==> src/rtl/k_wput_rr_arb_t1.sv <==
// Round-robin arbiter that shares the single write port of the 2-deep MCP FIFO.
// Each grant latches the winner's word and produces one wput pulse and one ack.
module k_wput_rr_arb_t1 #(
  parameter int data_size = 8,
  parameter int num_req   = 4,
  parameter int id_size   = 2
) (
  input  logic                         clk,
  input  logic                         rst_n,
  input  logic                         arb_en,
  input  logic [num_req-1:0]           req,
  input  logic [num_req*data_size-1:0] req_data,
  input  logic                         wrdy,
  output logic                         wput,
  output logic [data_size-1:0]         wdata,
  output logic [num_req-1:0]           ack,
  output logic [id_size-1:0]           gnt_id,
  output logic                         busy
);

  typedef enum logic [1:0] {IDLE, PUT, HOLD} state_t;

  state_t                state_q, state_d;
  logic [id_size-1:0]    last_q, last_d;
  logic [id_size-1:0]    gnt_d;
  logic [data_size-1:0]  wdata_d;
  logic [num_req-1:0]    ack_d;
  logic                  wput_d, busy_d;

  // Rotating scan: first requester after the last one served wins.
  logic                  found;
  logic [id_size-1:0]    win;
  int                    cand;

  always_comb begin
    found = 1'b0;
    win   = '0;
    cand  = 0;
    for (int i = 1; i <= num_req; i++) begin
      cand = int'(last_q) + i;
      if (cand >= num_req) cand = cand - num_req;
      if (!found && req[cand]) begin
        found = 1'b1;
        win   = id_size'(cand);
      end
    end
  end

  always_comb begin
    state_d = state_q;
    last_d  = last_q;
    gnt_d   = gnt_id;
    wdata_d = wdata;
    wput_d  = 1'b0;
    ack_d   = '0;
    case (state_q)
      IDLE: if (arb_en && wrdy && found) begin
        state_d = PUT;
        wput_d  = 1'b1;
        ack_d   = num_req'(1) << win;
        wdata_d = req_data[int'(win)*data_size +: data_size];
        gnt_d   = win;
      end
      PUT: begin
        last_d  = gnt_id;
        state_d = HOLD;
      end
      // wrdy still reflects the previous put here, so it is not looked at.
      HOLD:    state_d = IDLE;
      default: state_d = IDLE;
    endcase
    busy_d = (state_d != IDLE);
  end

  always_ff @(posedge clk or negedge rst_n) begin
    if (!rst_n) begin
      state_q <= IDLE;
      last_q  <= id_size'(num_req - 1);
      gnt_id  <= '0;
      wdata   <= '0;
      wput    <= 1'b0;
      ack     <= '0;
      busy    <= 1'b0;
    end else begin
      state_q <= state_d;
      last_q  <= last_d;
      gnt_id  <= gnt_d;
      wdata   <= wdata_d;
      wput    <= wput_d;
      ack     <= ack_d;
      busy    <= busy_d;
    end
  end

endmodule

==> config.mk <==
export PLATFORM = sky130hd
export DESIGN_NAME = k_wput_rr_arb_t1
export DESIGN_NICKNAME = d
export VERILOG_FILES = /design/src/rtl/k_wput_rr_arb_t1.sv
export SDC_FILE = /design/constraint.sdc
export NUM_CORES = 1
export LEC_CHECK = 0
export ABC_AREA = 0
export BUFFER_PORTS_ARGS = -buffer_cell sky130_fd_sc_hd__buf_2
export CAP_MARGIN = 30
export CORE_MARGIN = 4
export CORE_UTILIZATION = 40
export CTS_CLUSTER_SIZE = 30
export DETAILED_ROUTE_END_ITERATION = 7
export PLACE_DENSITY = 0.84
export SLEW_MARGIN = 20
export SYNTH_ARGS = -nofsm -noshare
export SYNTH_HDL_FRONTEND = slang
export SYNTH_SLANG_ARGS = --single-unit
==> constraint.sdc <==
create_clock -name clk -period 2 [get_ports clk]
set_clock_uncertainty 0.05 [all_clocks]
set_input_delay 0.1 -clock clk [delete_from_list [all_inputs] [get_ports clk]]
set_output_delay 0.1 -clock clk [all_outputs]
set_load 0.02 [all_outputs]
==> results of run 1 <==
[kinds of logic (layout without fill, tap and decap cells)]
group	count (synthesis)	after routing
AO/OA/AOI/OAI	35	35
AND/OR/NAND/NOR	28	28
multiplexers	10	10
flip-flops	20	20
buffers and inverters	6	77
[cell usage after synthesis, drive strengths merged]
cell    instances  area (um2)
buf             2       18.77
nor2            5       18.77
a221o           8       80.08
o21ai           5       28.78
nand2           1       3.750
inv             2       7.500
and3            1       6.260
a211oi          1       7.510
o31ai           8       60.06
dfrtp          18       450.4
nand4           9       62.56
a21o            2       15.01
or4             1       7.510
nand2b          3       18.77
nor3            2       21.27
mux2           10       131.4
clkbuf          2       8.750
o22ai           1       6.260
or2             1       6.260
and2            2       12.51
nor2b           2       12.51
o21a            2       15.01
a21oi           8       51.30
dfstp           2       52.55
and2b           1       7.510
[through the flow]
step           setup slack (ns)  hold slack (ns)  util (%)
3_5_place_dp            -0.1403          0.02684     57.50
2_1_floorplan           -0.1563          -0.2456         -
5_1_grt                 -0.1818          0.09001     62.28
3_3_place_gp           -0.07373         0.003716     57.50
4_1_cts                 -0.1248          0.07707     62.18
6_report                -0.1097          0.08866     62.28
[area by class of cell]
| type | count | area [um2] | area share (%) |
|---|---|---|---|
| well taps | 30 | 37.54 | 2.347 |
| flip-flops and latches | 20 | 503.0 | 31.46 |
| repair buffers | 71 | 414.1 | 25.90 |
| multi-input cells | 73 | 584.3 | 36.54 |
| inverters | 2 | 7.507 | 0.4695 |
| clock inverters | 1 | 30.03 | 1.878 |
| clock buffers | 3 | 22.52 | 1.408 |
[metal layers]
| metal | track usage [%] | share of wire [%] | up-vias |
|---|---|---|---|
| li1 | - | - | 534 |
| met1 | 24.51 | 38 | 534 |
| met2 | 33.59 | 49 | 76 |
| met3 | 3.191 | 11 | 8 |
| met4 | 8.359 | 2.2 | 0 |
| met5 | 0 | 0 | - |
[registers in the layout, indices dropped and copies added (netlist names)]
signal / count
state_q: 2
last_q: 2
wput: 1
ack: 4
wdata: 8
busy: 1
gnt_id: 2
[worst max-delay path, cell delays in order, from the launching register on]
cell     delay (ns)
dfstp_2        0.55
and2b_1        0.19
o21a_1         0.20
nor3_4         0.14
buf_4          0.15
buf_12         0.12
mux2_4         0.30
a221o_1        0.30
[timing repair]
item | CTS | global route
setup endpoints to repair | 8 | 8
buffers inserted | 2 | 4
hold buffers | 1 | 0
pin swaps | 4 | 1
endpoints found under the hold margin | 18 | 0
gates resized for setup | 5 | 0
gates cloned | 1 | 0
[power by group through the flow]
stage               sequential, W  clock, W  combinational (W)
finish                   0.000634  0.000331            0.00106
floorplan                0.000766         0           0.000473
detailed placement       0.000643         0           0.000928
global route             0.000650  0.000357            0.00113
CTS                      0.000634  0.000338            0.00105
global placement         0.000633         0           0.000904
[how the worst max path moves through the flow]
| stage | from | endpoint | slack [ns] | cells after the start |
|---|---|---|---|---|
| CTS | last_q[0]$_DFFE_PN1P_ | wdata[1]$_DFFE_PN0P_ | -0.12 | 7 |
| finish | last_q[0]$_DFFE_PN1P_ | wdata[5]$_DFFE_PN0P_ | -0.11 | 7 |
| global route | last_q[0]$_DFFE_PN1P_ | wdata[3]$_DFFE_PN0P_ | -0.18 | 7 |
| global placement | last_q[0]$_DFFE_PN1P_ | wdata[7]$_DFFE_PN0P_ | -0.07 | 6 |
| detailed placement | last_q[0]$_DFFE_PN1P_ | wdata[7]$_DFFE_PN0P_ | -0.14 | 6 |
| floorplan | last_q[0]$_DFFE_PN1P_ | wdata[1]$_DFFE_PN0P_ | -0.16 | 7 |
==> reports/results.txt, run 1 <==
Setup repair after global routing could not meet its margin everywhere. The unique cell type count in the Yosys netlist is 34, and the flip-flop and latch count after synthesis is 20. Derived from the worst setup path, the maximum achievable clock frequency is 474.0 MHz. The critical path is of the reg2reg type.

The floorplan has 18 rows. In the layout the commonest cells are buf_2, dfrtp_1, buf_4. The number of max-slew violations in the final report is 0, and the setup slack on the worst flop-to-flop path is -0.11 ns.

The logs give 1 for the number of H-tree levels and 3685 um2 for the die outline area. Sequential cells account for 31.3% of the total power. After detailed placement, the total cell area comes to 1476 um2. The post-synthesis share of cell area spent on xor and xnor gates is 0%, and the number of global-route vias before repair is 1166. The count of final hold-check violations came out at 0. The type of origin of the critical path is a flop. Power spread over the standard cell area amounts to 1267 nW/um2. The endpoint identified for the worst register-to-register timing path is wdata[5]$_DFFE_PN0P_. The final reports fail on setup timing. Internal power comes to 0.001282 W.

Post-synthesis share of cell area spent on full adders, half adders and majority gates: 0%. Setup violations remaining at the end of the flow were counted as 8. The number of cells on the worst hold path was 3; the vias after detailed routing was 1152. The total non-filler cell area in the finished layout is 1599 um2, and the chip height is 60.71 um. Of the total synthesized cell area, the portion taken by AND, OR, NAND and NOR gates is 15.99%. For the sequential element share of the synthesized area, the log shows 45.27%. Measured against the total synthesized area, the mux share comes to 11.82%.

The standby leakage power was 0.8361 nW; the die width was 60.71 um. The tools report the number of antenna diodes as 0. The worst setup path is captured at a flop. TritonCTS built the clock tree.

The run gives 0 as the global route total overflow. For this design the top-level I/O count stands at 56. The first global-routing pass estimated 5402 um of wire. The per-cell via count in the routed design was 5.760. No sink is reached through more buffers than the 2 on the longest clock path.

The number of buffers created by CTS came out at 3. Data on the critical path is required at its endpoint by 2.14 ns. Leaving out fill and tap cells, the most frequent cell in the layout is buf_2. For this design, the sink count on the clock tree is 20. For this run, design rule violations remaining after detail routing come to 0.

The path with the worst hold slack has its endpoint at state_q[0]$_DFF_PN0_. For this block, the routed nets add up to 3398 um of wire. In this run, the clock network consumes 16.3% of the power.

Across the run, the number of max-cap violations was 0. The startpoint identified for the worst register-to-register timing path is last_q[0]$_DFFE_PN1P_. The final instance count without filler cells is 200, and the cell count after synthesis is 99. For the combinational share of power, the log shows 52.4%. In this run the cell area of the synthesized design comes to 1111 um2.

Of all nets on the critical path, the largest fanout is 6. Data on the critical path arrives at its endpoint at 2.25 ns. The startpoint identified for the worst hold timing path is wrdy. The number of iterations in the first detailed-routing pass is 4, and the clock latency at the later pin of the worst-skew pair is 0.30 ns. In the final layout, the share of cells above drive strength 1 is 53.53%. The run gives 212 as the final-layout fill cell count. The run finished, with violations left. The instance count after placement with tap cells included is 189, and the setup TNS after final layout is -0.7242 ns. When the netlist entered floorplanning its net count stood at 139.

For the worst flop-to-flop path, the logic depth is 7. The tools report the worst setup slack after layout as -0.1097 ns. Entering global routing, the biggest net connects 21 pins. The final period demand of the worst path is 2.110 ns, and the headroom to the max-slew limit is 60.67%. A synthesized cell averages 11.22 um2. VDD sags by at most 0.9731 mV. The floorplan step defined a core boundary enclosing 2567 um2. The analysis attributes to net switching a power of 0.0007432 W. The min-delay analysis places its worst path in the category in2reg. For the overall track demand over capacity in global routing, the log shows 19.68%. By area, the combinational part of the netlist is dominated by compound AO/OA/AOI/OAI gates. After legalization and detailed placement, the total HPWL measured 2425 um. Power comes to 0.002025 W.

Dividing the final minimum period by the clock period gives 105.5%. The detailed router finished its first iteration with 63 violations. The switching portion of total power works out to 36.70%.

Initial antenna violation count: 0. The synthesized netlist devotes 23.76% of its cell area to compound gates. The global placer's final weighted congestion was 0.8128; the number of nets with antenna violations after routing was 0. Relative to the synthesized area, the layout overhead comes to 43.92%. The root buffer cell chosen for the clock tree is clkbuf_4. The count of buffers added on input and output ports is 55.

The total number of nets in the final design came out at 211. The clock transition time at the flip-flop clock pins of the worst setup and hold paths is 0.11 ns. The detail-routed net length per standard cell works out to 16.99 um.

At the pin with the least slew margin, the transition time is 0.5860 ns. Yosys printed 0 warnings. The initial cell density of the core was 43.27%.
Power figures use the tool's default switching activity.
==> inputs of run 2 (changes only) <==
--- a/config.mk
+++ b/config.mk
@@ -12,7 +12,7 @@
 export CORE_UTILIZATION = 40
 export CTS_CLUSTER_SIZE = 30
 export DETAILED_ROUTE_END_ITERATION = 7
-export PLACE_DENSITY = 0.84
+export PLACE_DENSITY = 0.82
 export SLEW_MARGIN = 20
 export SYNTH_ARGS = -nofsm -noshare
 export SYNTH_HDL_FRONTEND = slang
==> reports/results.txt, run 2 (synthesized netlist as in run 1, its figures left out) <==
The flow ran to the end, but the final reports show violations. The checks that failed: setup timing. The worst hold path belongs to the class in2reg.

The maximum ir drop on the vdd rail was 0.9951 mV (+2.3%). The critical path in this run is classified as reg2reg. Largest net degree at the start of global routing: 21 (unchanged).

The startpoint identified for the worst register-to-register timing path is last_q[0]$_DFFE_PN1P_. For the headroom to the max-slew limit, the log shows 59.07% (-1.6 points). The number of max-slew violations in the final report was 0 (unchanged); the worst slack at placement was -0.1435 ns (-0.003193 ns). The per-cell via count in the routed design works out to 5.718 (-0.73%). The run gives 0.0007152 W (-3.8%) as the switching power. The final period demand of the worst path works out to 2.046 ns (-0.06333 ns). The run gives 43.27% (unchanged) as the initial cell density of the core. The die width was 60.71 um (unchanged).

Clock network fraction of total power: 17.5% (+1.2 points). The number of antenna diodes was 0 (unchanged). The signal on the critical path passes through and2b_1 -> o21a_1 -> nor3_4 -> buf_6 -> mux2_4 -> a221o_1. The number of H-tree levels is 1 (unchanged).

The endpoint arrival time on the critical path is 2.20 ns (-0.05 ns), and the standby leakage power is 0.8091 nW (-3.2%). Register with the highest flop count: wdata. The half-perimeter wire length of the detailed placement result was 2446 um (+0.83%); the number of setup violations in the final report was 8 (unchanged).

TritonCTS sink count: 20 (unchanged). The library cell used most frequently in the layout, excluding fill and tap cells, is buf_2. The number of buffers between clock root and the deepest sink is 2 (unchanged), and the combinational share of power is 49.3% (-3.1 points).

The count of final hold-check violations was 0 (unchanged). The run gives 4961 um (-8.2%) as the wire length of the first global-routing pass. Number of global-route vias before repair: 1074 (-7.9%).

The number of maximum-capacitance constraint violations came out at 0 (unchanged). The logs give 56 (unchanged) for the count of boundary I/O pins and 0.001201 W (-6.3%) for the total internal power. The category of the worst setup path capture point was a flop.

The tools report the achievable frequency as 488.7 MHz (+3.1%). The worst setup slack after layout came out at -0.04641 ns (+0.06333 ns). The number of cell instances on the worst register-to-register path is 6 (-1). The total number of nets in the final design was 206 (-2.4%); the largest fanout on the critical path was 6 (unchanged). Required time at the worst-slack endpoint: 2.15 ns (about the same). TritonCTS built the clock tree. Synthesis-to-layout area growth: 39.75%. Setup TNS after final layout: -0.2393 ns (+0.4849 ns). The clock transition time at the flip-flop clock pins of the worst setup and hold paths came out at 0.12 ns (about the same). The tools report the number of iterations in the first detailed-routing pass as 4 (unchanged). Part of the power in registers: 33.2% (+1.9 points). The core region area was 2567 um2 (unchanged); the vias after detailed routing was 1115 (-3.2%). In the final layout, the registers with the most flip-flops are wdata (8), ack (4).

Setup repair after global routing could not meet its margin everywhere. The number of port buffers is 55 (unchanged). The final cycle utilization of the critical path came out at 102.3% (-3.2 points). The endpoint of the worst register-to-register path is wdata[3]$_DFFE_PN0P_. On the critical path, the stage with the largest delay is an instance of dfstp_2. Root cell of the clock tree: clkbuf_4.

The power per standard cell area is 1234 nW/um2 (-2.6%). The overall track demand over capacity in global routing came out at 18.13% (-1.5 points). The chip height works out to 60.71 um (unchanged). The flip-flop count of the largest register after layout was 8 (unchanged).

The tools report the setup slack on the worst flop-to-flop path as -0.05 ns (+0.06 ns). The critical path startpoint is last_q[0]$_DFFE_PN1P_. The post-layout total power was 0.001916 W (-5.4%). The number of nets with antenna violations after routing came out at 0 (unchanged). The most critical setup path has its endpoint at wdata[3]$_DFFE_PN0P_.

The DRC violations left was 0 (unchanged). The fraction of layout instances using a drive strength above 1 was 52.12% (-1.4 points); the number of design-rule violations left by the first detailed-router iteration was 100 (+59%). Initial antenna violation count: 0 (unchanged). The run gives 60.48% (-1.8 points) as the utilization after layout. The tools report the clock latency at the later pin of the worst-skew pair as 0.30 ns (about the same). The number of buffers created by CTS is 3 (unchanged), and the switching portion of total power is 37.33% (+0.63 points).

The die outline area is 3685 um2 (unchanged). For the number of rows in the core area, the log shows 18 (unchanged). For the global placer's final weighted congestion, the log shows 0.8412 (+3.5%).

For the final-layout fill cell count, the log shows 214 (+0.94%). The logs give 0 (unchanged) for the global route total overflow and 3189 um (-6.2%) for the post-detailed-routing wire length. The largest incremental delay on the critical path was 0.55 ns (about the same); the pin slew with the least headroom to its limit was 0.6098 ns (+0.02381 ns).

Type of origin of the critical path: a flop. In the layout the commonest cells are buf_2, dfrtp_1. The detail-routed net length per standard cell came out at 16.35 um (-3.7%).
==> run 2: cell count changes in the layout (fill, tap and decap cells not counted), sizes merged <==
cell	delta
buf	-5
==> run 2: per-stage QoR <==
step	cells	cell area, um2	hold WS [ns]
CTS	194	1545	0.01633
global placement	188	1456	0.008051
detailed placement	188	1456	0.02298
global route	195	1553	0.02231
finish	195	1553	0.02970
floorplan	99	1115	-0.2456
==> run 2: what timing repair did <==
| item | 4_1_cts | 5_1_grt |
|---|---|---|
| endpoints found under the setup margin | 8 | 8 |
| hold buffers | 1 | 0 |
| endpoints found under the hold margin | 18 | 0 |
| buffers inserted | 1 | 1 |
| pin swaps | 4 | 0 |
| resized for setup | 5 | 0 |
==> run 2: worst min path at each step <==
stage	to	cells past startpoint	start	slack (ns)
floorplan	ack[0]$_DFF_PN0_	0	rst_n	-0.25
global placement	wput$_DFF_PN0_	1	rst_n	0.008
detailed placement	wput$_DFF_PN0_	1	rst_n	0.02
CTS	state_q[0]$_DFF_PN0_	3	wrdy	0.02
global route	state_q[0]$_DFF_PN0_	3	wrdy	0.02
finish	state_q[0]$_DFF_PN0_	3	wrdy	0.03
==> run 2: worst max-delay path: cells and delay by family (launching register included) <==
kind                   cells  cell delay (ns)
AND/OR/NAND/NOR            2             0.36
AO/OA/AOI/OAI              2             0.52
multiplexers               1             0.30
buffers and inverters      1             0.17
flip-flops                 1             0.55
==> run 2: power groups by stage <==
stage	Clock [W]	Combinational (W)	Sequential, W
finish	0.000335	0.000945	0.000636
global route	0.000360	0.00102	0.000651
global placement	0	0.000855	0.000635
detailed placement	0	0.000882	0.000644
CTS	0.000342	0.000932	0.000635
floorplan	0	0.000473	0.000766
==> run 2: layer usage <==
metal	global-route usage (%)	wire (um)	part of all wire (%)	vias up
met4	7.430	27	0.85	0
li1	-	-	-	521
met2	28.70	1452	46	69
met5	0	0	0	-
met1	24.77	1292	41	523
met3	2.766	418	13	2
==> run 2: final cells by class <==
type | count | area (um2) | area share [%]
clock buffer | 3 | 22.52 | 1.450
inverter | 2 | 7.507 | 0.4835
timing repair buffer | 66 | 367.9 | 23.69
sequential | 20 | 503.0 | 32.39
clock inverter | 1 | 30.03 | 1.934
multi-input combinational | 73 | 584.3 | 37.63
tap | 30 | 37.54 | 2.417
